### src/rtl/soi_obs_pkg.sv
// soi_obs_pkg: shared types for the signal-of-interest observer.
//   obs_state_t : capture FSM states (OFF / PRIME / RUN)
//   obs_rec_t   : capture record {value, ts, gap}; fields are sized for the
//                 widest supported configuration (WIDTH, TS_W <= 64) and the
//                 observer zero-extends into them
//   sat_inc16   : saturating 16-bit increment used by the drop counter
package soi_obs_pkg;

    localparam int REC_VALUE_W = 64;
    localparam int REC_TS_W    = 64;

    typedef enum logic [1:0] {
        S_OFF   = 2'd0,
        S_PRIME = 2'd1,
        S_RUN   = 2'd2
    } obs_state_t;

    typedef struct packed {
        logic [REC_VALUE_W-1:0] value;
        logic [REC_TS_W-1:0]    ts;
        logic                   gap;
    } obs_rec_t;

    function automatic logic [15:0] sat_inc16(input logic [15:0] v);
        return (&v) ? v : v + 16'd1;
    endfunction

endpackage

### src/rtl/soi_obs_fifo.sv
// soi_obs_fifo: synchronous record FIFO, registered storage, no read-through.
//   clk, rst  : clock, synchronous active-high reset (empties the FIFO)
//   push_i    : write wdata_i; accepted when not full, or full with a pop
//   wdata_i   : record to store
//   pop_i     : remove the head record (ignored when empty)
//   rdata_o   : head record (valid while !empty_o)
//   full_o    : DEPTH entries stored
//   empty_o   : no entries stored
//   level_o   : occupancy 0..DEPTH
module soi_obs_fifo #(
    parameter int DW    = 8,
    parameter int DEPTH = 8
) (
    input  logic                       clk,
    input  logic                       rst,
    input  logic                       push_i,
    input  logic [DW-1:0]              wdata_i,
    input  logic                       pop_i,
    output logic [DW-1:0]              rdata_o,
    output logic                       full_o,
    output logic                       empty_o,
    output logic [$clog2(DEPTH):0]     level_o
);

    localparam int AW = $clog2(DEPTH);

    logic [DW-1:0] mem_q [DEPTH];
    logic [AW:0]   wptr_q;
    logic [AW:0]   rptr_q;
    logic          push_ok;
    logic          pop_ok;

    // Pointers carry one extra wrap bit so full and empty are distinguishable.
    assign level_o = wptr_q - rptr_q;
    assign full_o  = level_o == (AW+1)'(DEPTH);
    assign empty_o = level_o == '0;
    assign pop_ok  = pop_i && !empty_o;
    // A full FIFO frees its head slot on a pop, so the write can land there.
    assign push_ok = push_i && (!full_o || pop_ok);
    assign rdata_o = mem_q[rptr_q[AW-1:0]];

    always_ff @(posedge clk) begin
        if (rst) begin
            wptr_q <= '0;
            rptr_q <= '0;
        end else begin
            if (push_ok) wptr_q <= wptr_q + (AW+1)'(1);
            if (pop_ok)  rptr_q <= rptr_q + (AW+1)'(1);
        end
    end

    always_ff @(posedge clk) begin
        if (push_ok) mem_q[wptr_q[AW-1:0]] <= wdata_i;
    end

endmodule

### src/rtl/soi_observer.sv
// soi_observer: records changes of a signal of interest with cycle timestamps
// into a FIFO and presents them to a host bridge through a valid/ready stage.
//   clk, rst      : clock, synchronous active-high reset
//   en            : observation enable; first enabled edge primes a capture
//   soi           : observed signal
//   force_sample  : capture soi even when unchanged
//   out_valid/out_ready : output handshake
//   out_value, out_ts, out_gap : presented record
//   drop_count    : saturating count of records lost to a full FIFO
//   level         : FIFO occupancy, output stage excluded
module soi_observer
    import soi_obs_pkg::*;
#(
    parameter int WIDTH = 32,
    parameter int DEPTH = 8,
    parameter int TS_W  = 32
) (
    input  logic                     clk,
    input  logic                     rst,
    input  logic                     en,
    input  logic [WIDTH-1:0]         soi,
    input  logic                     force_sample,
    output logic                     out_valid,
    input  logic                     out_ready,
    output logic [WIDTH-1:0]         out_value,
    output logic [TS_W-1:0]          out_ts,
    output logic                     out_gap,
    output logic [15:0]              drop_count,
    output logic [$clog2(DEPTH):0]   level
);

    localparam int RW = WIDTH + TS_W + 1;

    obs_state_t       state_q, state_d, mode;
    logic [TS_W-1:0]  ts_q;
    logic [WIDTH-1:0] last_q, last_d;
    logic             pend_q, pend_d;
    logic [15:0]      drop_q, drop_d;
    obs_rec_t         out_q, out_d;
    logic             out_valid_q, out_valid_d;
    obs_rec_t         cap_rec;
    logic             capture;
    logic             accept;
    logic             pop;
    logic             fifo_full;
    logic             fifo_empty;
    logic [RW-1:0]    fifo_rdata;
    logic [RW-1:0]    fifo_wdata;
    logic             unused_rec_hi;

    // Upper record bits beyond WIDTH/TS_W are always zero and never read.
    assign unused_rec_hi = ^{cap_rec, out_q};

    always_comb begin
        // The edge where en first appears is the PRIME edge; the registered
        // state then records PRIME and moves on to RUN.
        mode = !en ? S_OFF : (state_q == S_OFF ? S_PRIME : S_RUN);
        capture = (mode == S_PRIME) || (mode == S_RUN && (soi != last_q || force_sample));
        pop = !fifo_empty && (!out_valid_q || out_ready);
        accept = capture && (!fifo_full || pop);
        cap_rec = '0;
        cap_rec.value = REC_VALUE_W'(soi);
        cap_rec.ts = REC_TS_W'(ts_q);
        cap_rec.gap = pend_q;
        fifo_wdata = {cap_rec.value[WIDTH-1:0], cap_rec.ts[TS_W-1:0], cap_rec.gap};
        state_d = mode;
        // A dropped capture still counts as the last seen value.
        last_d = capture ? soi : last_q;
        pend_d = accept ? 1'b0 : (capture ? 1'b1 : pend_q);
        drop_d = (capture && !accept) ? sat_inc16(drop_q) : drop_q;
        out_valid_d = pop || (out_valid_q && !out_ready);
        out_d = out_q;
        if (pop) begin
            out_d = '0;
            out_d.value = REC_VALUE_W'(fifo_rdata[RW-1:TS_W+1]);
            out_d.ts = REC_TS_W'(fifo_rdata[TS_W:1]);
            out_d.gap = fifo_rdata[0];
        end
    end

    always_ff @(posedge clk) begin
        if (rst) begin
            state_q     <= S_OFF;
            ts_q        <= '0;
            last_q      <= '0;
            pend_q      <= 1'b0;
            drop_q      <= '0;
            out_q       <= '0;
            out_valid_q <= 1'b0;
        end else begin
            state_q     <= state_d;
            ts_q        <= ts_q + TS_W'(1);
            last_q      <= last_d;
            pend_q      <= pend_d;
            drop_q      <= drop_d;
            out_q       <= out_d;
            out_valid_q <= out_valid_d;
        end
    end

    soi_obs_fifo #(
        .DW    (RW),
        .DEPTH (DEPTH)
    ) u_fifo (
        .clk     (clk),
        .rst     (rst),
        .push_i  (capture),
        .wdata_i (fifo_wdata),
        .pop_i   (pop),
        .rdata_o (fifo_rdata),
        .full_o  (fifo_full),
        .empty_o (fifo_empty),
        .level_o (level)
    );

    assign out_valid  = out_valid_q;
    assign out_value  = out_q.value[WIDTH-1:0];
    assign out_ts     = out_q.ts[TS_W-1:0];
    assign out_gap    = out_q.gap;
    assign drop_count = drop_q;

endmodule

### config.mk
export PLATFORM = sky130hd
export DESIGN_NAME = soi_observer
export DESIGN_NICKNAME = d
export VERILOG_FILES = /design/src/rtl/soi_obs_pkg.sv /design/src/rtl/soi_obs_fifo.sv /design/src/rtl/soi_observer.sv
export SDC_FILE = /design/constraint.sdc
export NUM_CORES = 1
export LEC_CHECK = 0
export BUFFER_PORTS_ARGS = -buffer_cell sky130_fd_sc_hd__buf_4
export CAP_MARGIN = 40
export CORE_AREA = 2 2 244 246
export DETAILED_ROUTE_END_ITERATION = 10
export DIE_AREA = 0 0 246 248
export PLACE_DENSITY = 0.61
export SLEW_MARGIN = 30
export SYNTH_ARGS = -nofsm -noshare
export SYNTH_HDL_FRONTEND = slang
export SYNTH_SLANG_ARGS = --single-unit
### constraint.sdc
create_clock -name clk -period 26.9 [get_ports clk]
set_input_delay 1.345 -clock clk [delete_from_list [all_inputs] [get_ports clk]]
set_output_delay 1.345 -clock clk [all_outputs]
set_load 0.05 [all_outputs]
* Word-level counts from Yosys, hierarchy flattened
Memory sizes are Yosys's and may differ from the RTL's. A register that Yosys moved wholly into a read port is not among the register bits.
Cells that the tools add are included.
** Cells by class
- $add $sub $neg :: 5
- Equal/unequal tests :: 4
- Muxes and demuxes :: 4
- Bitwise gates (word level) :: 1
- Reduce and logical (&&, ||, !) cells :: 23
** Operators with widths (count)
- 32-bit by 1-bit adder with 32-bit output, second input constant :: 1
- 32-bit inequality test :: 1
- 16-bit by 1-bit adder with 16-bit output, second input constant :: 1
- 16-bit AND reduction :: 1
- 4-bit by 1-bit adder with 4-bit output, second input constant :: 2
- 1-bit logical AND :: 7
- 1-bit logical OR :: 6
- 1-bit zero test :: 5
- 4-bit == test, second input constant :: 1
- 4-bit zero test :: 1
- 2-bit 2-to-1 mux :: 2
- 4-bit subtractor :: 1
- 2-bit by 1-bit == test with 1-bit output, second input constant :: 1
- 2-bit == test, second input constant :: 1
- 2-bit zero test :: 1
- 1-bit 2-to-1 mux :: 2
- 2-bit AND reduction :: 1
- 2-bit OR reduction :: 1
- 1-bit NOT :: 1
** Word-level totals
- Register bits after elaboration :: 92
- Memory bits (writable) :: 520
- Input bits :: 37
- Output and inout port bits :: 86
- Logic and storage cells :: 46
- Memories :: 1
** Memories
- u_fifo.mem_q :: depth 8, width 65, read ports 1, clocked after Yosys merged registers in 1, write ports 1, RTL line soi_obs_fifo.sv:27 : logic [DW-1:0] mem_q [DEPTH];

* Depth between registers and ports, before layout
Gate-level depths: netlist of run 1.
- Depth in word-level cells :: 10
- Depth in mapped cells :: 12
- Mapped depth without buffers :: 10

* Hierarchy
A second synthesis of run 1 with hierarchy kept.
** Second synthesis, totals
- Cells, all modules :: 1545
- Area, all modules :: 26284.0 um^2
** Modules (own cells, without submodules)
- soi_obs_fifo :: instances 1, cells each 830, area each 20128.1 um^2, seq. area each 15835.2 um^2
- soi_observer :: instances 1, cells each 715, area each 6155.9 um^2, seq. area each 2982.9 um^2

* Worst setup path after synthesis of run 1
OpenSTA, ideal clock, no wires.
- Path type :: reg2reg
- Start point :: reg u_fifo.rptr_q[2]
- End point :: mem u_fifo.mem_q[2][0] in the netlist's numbering (enable)
- Setup time :: 0.672 ns
- Data arrival time :: 9.802 ns
- Required time :: 26.228 ns
- Slack :: 16.426 ns
- Stages on the path, launching flop included :: 13
- Buffers on the path :: 4
- Period minus slack after synthesis :: 10.474 ns
- Cells stage by stage :: dfxtp_1 > buf_2 > clkbuf_1 > clkbuf_1 > inv_1 > ha_1 > xor2_1 > or3_4 > nor2_2 > o21ai_1 > buf_2 > nand2_1 > nor4b_1
** Between the ends
- Cells in the longest elaborated chain, start to end :: 9
- Elaborated cells on any way between the ends :: 11
- Classes of those cells :: add/sub (1); eq/ne (1); mux (2); reduce/logical (7)
** RTL lines
- start, declared :: RTL line soi_obs_fifo.sv:29 : logic [AW:0] rptr_q;
- start signal, assigned :: RTL line soi_obs_fifo.sv:48 : if (pop_ok) rptr_q <= rptr_q + (AW+1)'(1);
- 4-bit subtractor * :: RTL line soi_obs_fifo.sv:34 : assign level_o = wptr_q - rptr_q;
- named net level[2] :: RTL line soi_observer.sv:29 : output logic [$clog2(DEPTH):0] level
- 4-bit zero test :: RTL line soi_obs_fifo.sv:36 : assign empty_o = level_o == '0;
- 1-bit zero test :: RTL line soi_obs_fifo.sv:37, soi_observer.sv:59
- 1-bit logical AND :: RTL line soi_observer.sv:59 : pop = !fifo_empty && (!out_valid_q || out_ready);
- 1-bit logical AND :: RTL line soi_obs_fifo.sv:37 : assign pop_ok = pop_i && !empty_o;
- 1-bit logical OR * :: RTL line soi_obs_fifo.sv:39 : assign push_ok = push_i && (!full_o || pop_ok);
- 1-bit logical AND * :: RTL line soi_obs_fifo.sv:39
- 1-bit 2-to-1 mux * :: RTL line soi_obs_fifo.sv:53 : if (push_ok) mem_q[wptr_q[AW-1:0]] <= wdata_i;
- 1-bit 2-to-1 mux (implied by the code) * :: RTL line soi_obs_fifo.sv:53
- end, declared :: RTL line soi_obs_fifo.sv:27
The timed path passes the listed nets; every way through them passes the cells marked *.

* Worst setup path after layout of run 1
- Start point :: reg u_fifo.wptr_q[0]
- End point :: mem u_fifo.mem_q[2][9] in the netlist's numbering (enable)
** Between the ends
- Cells in the longest elaborated chain, start to end :: 9
- Elaborated cells on any way between the ends :: 11
- Classes of those cells :: add/sub (1); eq/ne (1); mux (2); reduce/logical (7)
** RTL lines
- start, declared :: RTL line soi_obs_fifo.sv:28 : logic [AW:0] wptr_q;
- start signal, assigned :: RTL line soi_obs_fifo.sv:47 : if (push_ok) wptr_q <= wptr_q + (AW+1)'(1);
- 4-bit subtractor :: RTL line soi_obs_fifo.sv:34
- 4-bit zero test :: RTL line soi_obs_fifo.sv:36
- 1-bit zero test :: RTL line soi_obs_fifo.sv:37, soi_observer.sv:59
- 1-bit logical AND :: RTL line soi_observer.sv:59
- 1-bit logical AND :: RTL line soi_obs_fifo.sv:37
- 1-bit logical OR :: RTL line soi_obs_fifo.sv:39
- 1-bit logical AND :: RTL line soi_obs_fifo.sv:39
- 1-bit 2-to-1 mux :: RTL line soi_obs_fifo.sv:53
- 1-bit 2-to-1 mux (implied by the code) :: RTL line soi_obs_fifo.sv:53
Several ways; a longest one is shown, not always the timed one.

==> metrics.txt, run 1 <==
core area=approximately 58000 µm²; gr ovfl total=0; DRC=0; final hold slack=0.4198 ns; Mapped Nets=1616; Hold Path Class=flop to flop; clock sinks=677; CP arrival=4.32 ns; final setup TNS=0 ns; Synth top area share=0.6007; TritonCTS clock tree=yes; Unique masters post-synth=46; # rows=89; Main synth FF type=edfxtp_1; hold_buf cts=0; post-synth design cell area=26000 µm²; vias in the first global route=14550; largest net degree at the start of global routing=100; Routed met1 length=24.23 mm; Final #Nets=around 1800; Pwr Density=about 96 nW/µm²; # fillers=4780; Crit path largest cell delay=approximately 0.70 ns; Pleak=a little over 10 nW; Post-Synthesis Cells=approximately 1600; Post-CTS Setup Repair Bufs=0; Final Setup Violations=0; total length of routed wires=56.02 mm; worst path bufs/invs=4; final count of pins violating max slew=0; Fin. Hold Viols=0; crit-path cells=inv_1 -> ha_1 -> inv_1 -> fa_1 -> xor2_1 -> or3_4 -> nor2_2 -> o21ai_2 -> buf_4 -> nand2_1 -> nor4b_4 -> buf_4; clock skew=0.02008 ns; vias=13890; Root Buffer=clkbuf_16; synth top area cells=edfxtp_1 60%, dfxtp_1 12%, mux4_2 11%, nand2_1 2.9%, a311oi_1 2.2%; All-Layer GR Usage=0.1886; min Tclk post-route=4.105 ns; RSZ-0062 raised after global routing=no; register area share after synthesis=0.7216; top cell type by total area after synthesis=edfxtp_1; relative slew slack=0.4290; peak supply drop=0.00006894 V; worst path required time=~27 ns; largest delay contributor family on the critical path=buffers and inverters; number of H-tree levels=3; Clk Latency, worst-skew pair=0.60 ns; critical path startpoint category=flop; total CTS buffers=70; status=completed; Wirelength per Cell=22.08 µm; Routed Antenna Nets=0; CP Max Fanout=40; Tightest Pin Transition=0.8566 ns; CP max-delay cell=nor4b_4; Pre-Repair DR Iteration Count=5; Resized cells post-CTS=0; Setup Slack @ Placement=22.59 ns; footprint of the multi-input gates=6833 µm²; CP Class=flop to flop; die width=246 µm; max-cap check violation count=0; antenna cells=0; CTS clk-pin slew, worst paths=0.06 ns; layout cells sized above 1=0.2415; initial antenna violation count=3; final worst-path cycle share=0.1526; Yosys reg bits=slightly below 700; highest metal used=met5; Total Die Area=61010 µm²; Vias per Instance=~5.5; DR iter-0 viols=878; first-pass GRT wire length=86.56 mm; Die Y=248 µm; Clock Path Buffers=3; Port Buffers=122; met2 WL post-DR=27.84 mm; CP Capture Type=flop; Layout area overhead=16.03%; Placer Congestion=0.7914; Initial Utilization=0.4447; HPWL after DPL=31.38 mm; EDFF count, synth=520; register area=18770 µm²; syn avg cell area=16.55 µm²; fmax=243.6 MHz; met3 WL post-DR=2.916 mm; Async SR Flop Fraction=0; IO Pins=123; yosys warns=0; worst setup margin=22.80 ns
-- cell usage in the layout (no fill, tap or decap), drive strengths merged, types with 9 or more instances in the layout --
cell type  instances
a21oi             42
a311oi            65
buf              157
clkbuf            99
clkinv            24
dfxtp            157
edfxtp           520
inv               13
mux2              13
mux4             130
nand2            204
nand3             26
nand4             16
nor2             125
nor2b             15
nor3               9
nor4              23
xnor2             17
xor2              46
-- registers in the layout, indices dropped and copies added (netlist names) --
register / count
last_q: 32
out_valid: 1
pend_q: 1
out_gap: 1
u_fifo.rptr_q: 4
ts_q: 32
drop_count: 16
state_q: 2
u_fifo.wptr_q: 4
out_value: 32
out_ts: 32
u_fifo.mem_q: 520
-- cell families after synthesis --
logic type      after synthesis  share of synthesized area
simple gates                446                    0.07787
flops                       677                     0.7216
buf+inv                     104                    0.01814
xor+xnor                     63                    0.02123
compound gates              125                    0.03514
fa+ha+maj                     8                   0.004139
mux                         148                     0.1219
-- metal layers --
metal / GRT usage / up-vias
met4: 0.05775 / 6
met2: 0.3137 / 331
met1: 0.2520 / 7146
li1: - / 6346
met3: 0.03676 / 64
met5: 0 / -
-- cell type report --
cell class / count / share of cell area
Timing Repair Buffer: 157 / 0.04389
Tap cell: 773 / 0.03207
Clock buffer: 99 / 0.06616
Multi-Input combinational cell: 790 / 0.2265
Sequential cell: 677 / 0.6222
Inverter: 10 / 0.001244
Clock inverter: 31 / 0.007923
-- where the power goes --
group	internal [mW]	switching, mW	leakage [nW]
clock network	0.548	0.386	1.09
registers	1.19	0.0495	6.09
logic	0.263	0.461	2.95
total	2.01	0.896	10.1
-- through the flow --
| stage | area (µm²) | utilization | total power [mW] | cells |
|---|---|---|---|---|
| final | 30160 | 0.5159 | 2.901 | 2537 |
| after global routing | 30160 | 0.5159 | 3.039 | 2537 |
| after CTS | 30120 | 0.5151 | 2.938 | 2535 |
| after detailed placement | 27880 | 0.4769 | 2.003 | 2405 |
| after global placement | 27720 | 0.4741 | 1.990 | 2398 |
| after floorplan | 26000 | - | 1.787 | 1571 |
-- path summary, 6_finish.rpt --
kind	cells past startpoint	to	startpoint	slack [ns]
max	12	u_fifo.mem_q[2][9]$_DFFE_PP_	u_fifo.wptr_q[0]$_SDFFE_PP0P_	22.80
min	1	state_q[0]$_SDFF_PP0_	state_q[0]$_SDFF_PP0_	0.42
max reg2reg	12	u_fifo.mem_q[2][9]$_DFFE_PP_	u_fifo.wptr_q[0]$_SDFFE_PP0P_	22.80
min reg2reg	1	state_q[0]$_SDFF_PP0_	state_q[0]$_SDFF_PP0_	0.42
-- synth_stat cells (3+ instances only) --
master,n
buf_6,6
ha_1,7
nand2_1,204
nor4_2,10
inv_1,10
o21ai_0,5
xor2_1,46
mux2i_1,5
a311oi_1,65
or3_1,3
a21oi_1,42
xnor2_1,17
nand4_1,16
and4_1,4
nor3_1,8
nor4_1,13
mux4_2,130
clkbuf_1,61
o31ai_1,6
nand3_1,26
nor2_1,123
edfxtp_1,520
buf_2,26
or4_1,4
and3_1,8
nor2b_1,15
mux2_4,12
dfxtp_1,157
-- worst reg2reg max path, delay by kind of cell (launching register included) --
kind,cells,cell delay [ns]
AO/OA/AOI/OAI,1,0.05
XOR/XNOR,1,0.20
adder cells (fa/ha/maj),2,0.57
buffers and inverters,4,1.27
flip-flops,1,0.43
AND/OR/NAND/NOR,4,1.19
(Power assumes the default switching activity.)
==> inputs of run 2 (changes only) <==
Settings changed: PLACE_DENSITY 0.61 to 0.63.
Clock period 26.9 ns to 3.45 ns, I/O delays scaled along.
==> run 2 against run 1 <==
Effect of this change:
- setup slack worse by 23 ns
- maximum frequency rose by 29%
- via count up 1.9%
- non-clock buffer count is 31 higher
- utilization increased by 0.85 points
- largest power group unchanged
==> metrics.txt, run 2 (same netlist as run 1, synthesis figures left out) <==
Final #Nets=1782; Pleak=10.30 nW; Port Buffers=122; DRC=0; clock skew=0.02588 ns; peak supply drop=approximately 0.00057 V; Crit path largest cell delay=0.56 ns; most frequent standard cell in the layout excluding fill and tap cells=edfxtp_1; vias=14160; die width=246 µm; clock sinks=677; worst path bufs/invs=3; core area=58460 µm²; final core utilization=0.5245; Root Buffer=clkbuf_16; total CTS buffers=70; number of H-tree levels=3; max-cap check violation count=0; Post-CTS Setup Repair Bufs=0; antenna cells=0; Initial Utilization=0.4447; max reg flops=520; Pre-Repair DR Iteration Count=4; Clock Path Buffers=3; hold wc startpoint=out_ready; # fillers=approximately 4700; Wirelength per Cell=21.96 µm; relative slew slack=0.3858; Die Y=about 250 µm; CP arrival=between 3 and 4 ns; HPWL after DPL=between 30 and 40 mm; first-pass GRT wire length=around 87 mm; # rows=89; leading cell types in the layout, fill and taps excluded=520 x edfxtp_1, 203 x nand2_1, 153 x dfxtp_1, 141 x buf_4, 130 x mux4_2; Vias per Instance=5.517; CP Capture Type=flop; CP Class=flop to flop; vias in the first global route=14750; CP Max Fanout=38; Tightest Pin Transition=slightly above 0.9 ns; Layout area overhead=17.94%; Area after DPL=28040 µm²; largest delay contributor family on the critical path=simple AND/OR/NAND/NOR gates; CTS clk-pin slew, worst paths=approximately 0.060 ns; hold_buf cts=33; final hold slack=0.03347 ns; Hold Path Class=primary input to flop; CP max-delay cell=buf_4; gr ovfl total=0; min Tclk post-route=3.194 ns; Clk Latency, worst-skew pair=0.61 ns; largest net degree at the start of global routing=132; fmax=about 310 MHz; worst reg2reg path startpoint=u_fifo.wptr_q[0]$_SDFFE_PP0P_; status=completed; IO Pins=123; Placer Congestion=approximately 0.8; Final Setup Violations=0; worst reg2reg setup slack=0.26 ns; critical path startpoint category=flop; total length of routed wires=56.35 mm; Pwr Density=749.4 nW/µm²; RSZ-0062 raised after global routing=no; Resized cells post-CTS=0; TritonCTS clock tree=yes; Routed Antenna Nets=0; layout cells sized above 1=0.2426; worst path required time=3.68 ns; final worst-path cycle share=0.9259; crit-path cells=inv_8 -> ha_4 -> inv_2 -> fa_2 -> xor2_4 -> or3_4 -> nor2_4 -> o21ai_4 -> nand3_1 -> nor3_4 -> buf_4; design area=30660 µm²; Total Die Area=about 61000 µm²; All-Layer GR Usage=0.1881; initial antenna violation count=0; Fin. Hold Viols=0; DR iter-0 viols=922; crit path from=u_fifo.wptr_q[0]$_SDFFE_PP0P_; total chip power=22.98 mW; final count of pins violating max slew=0
==> run 2: final timing paths <==
kind | end | cells after the start
worst max-delay path | u_fifo.mem_q[4][6]$_DFFE_PP_ | 11
worst min-delay path | out_valid$_SDFF_PP0_ | 3
worst max register to register | u_fifo.mem_q[4][6]$_DFFE_PP_ | 11
worst min register to register | state_q[0]$_SDFF_PP0_ | 1
==> run 2: area by class of cell <==
class / instances / area [µm²] / area share
well taps: 773 / 967.2 / 0.03154
flip-flops and latches: 677 / 18770 / 0.6121
repair buffers: 188 / 1663 / 0.05423
inverters: 10 / 45.04 / 0.001469
clock inverters: 32 / 290.3 / 0.009467
multi-input cells: 790 / 6943 / 0.2264
clock buffers: 96 / 1984 / 0.06472
==> run 2: metrics by stage <==
step	instances	setup WS (ns)	setup TNS (ns)
global route	2566	0.1151	0
CTS	2565	0.2442	0
detailed placement	2404	0.2605	0
finish	2566	0.2557	0
floorplan	1571	-1.261	-495.48
global placement	2403	0.3440	0
==> run 2: power by group <==
| part | internal (mW) | leakage [nW] | switching, mW | total [mW] |
|---|---|---|---|---|
| sequential | 9.31 | 6.09 | 0.344 | 9.66 |
| combinational | 2.16 | 3.09 | 3.72 | 5.88 |
| clock | 4.41 | 1.12 | 3.03 | 7.44 |
==> run 2: metal layers <==
layer	track usage	vias up	part of all wire
li1	-	6395	-
met1	0.2537	7352	0.44
met2	0.3185	343	0.49
met3	0.03136	67	0.050
met4	0.04902	0	0.015
met5	0	-	0
==> run 2: worst reg2reg max path, delay by kind of cell (launching register included) <==
family	cells	cell delay, ns
AOI/OAI and AO/OA	1	0.13
and+or+nand+nor	4	0.81
buffers and inverters	3	0.72
DFF	1	0.43
adders and majority gates	2	0.53
xor gates and xnor gates	1	0.19
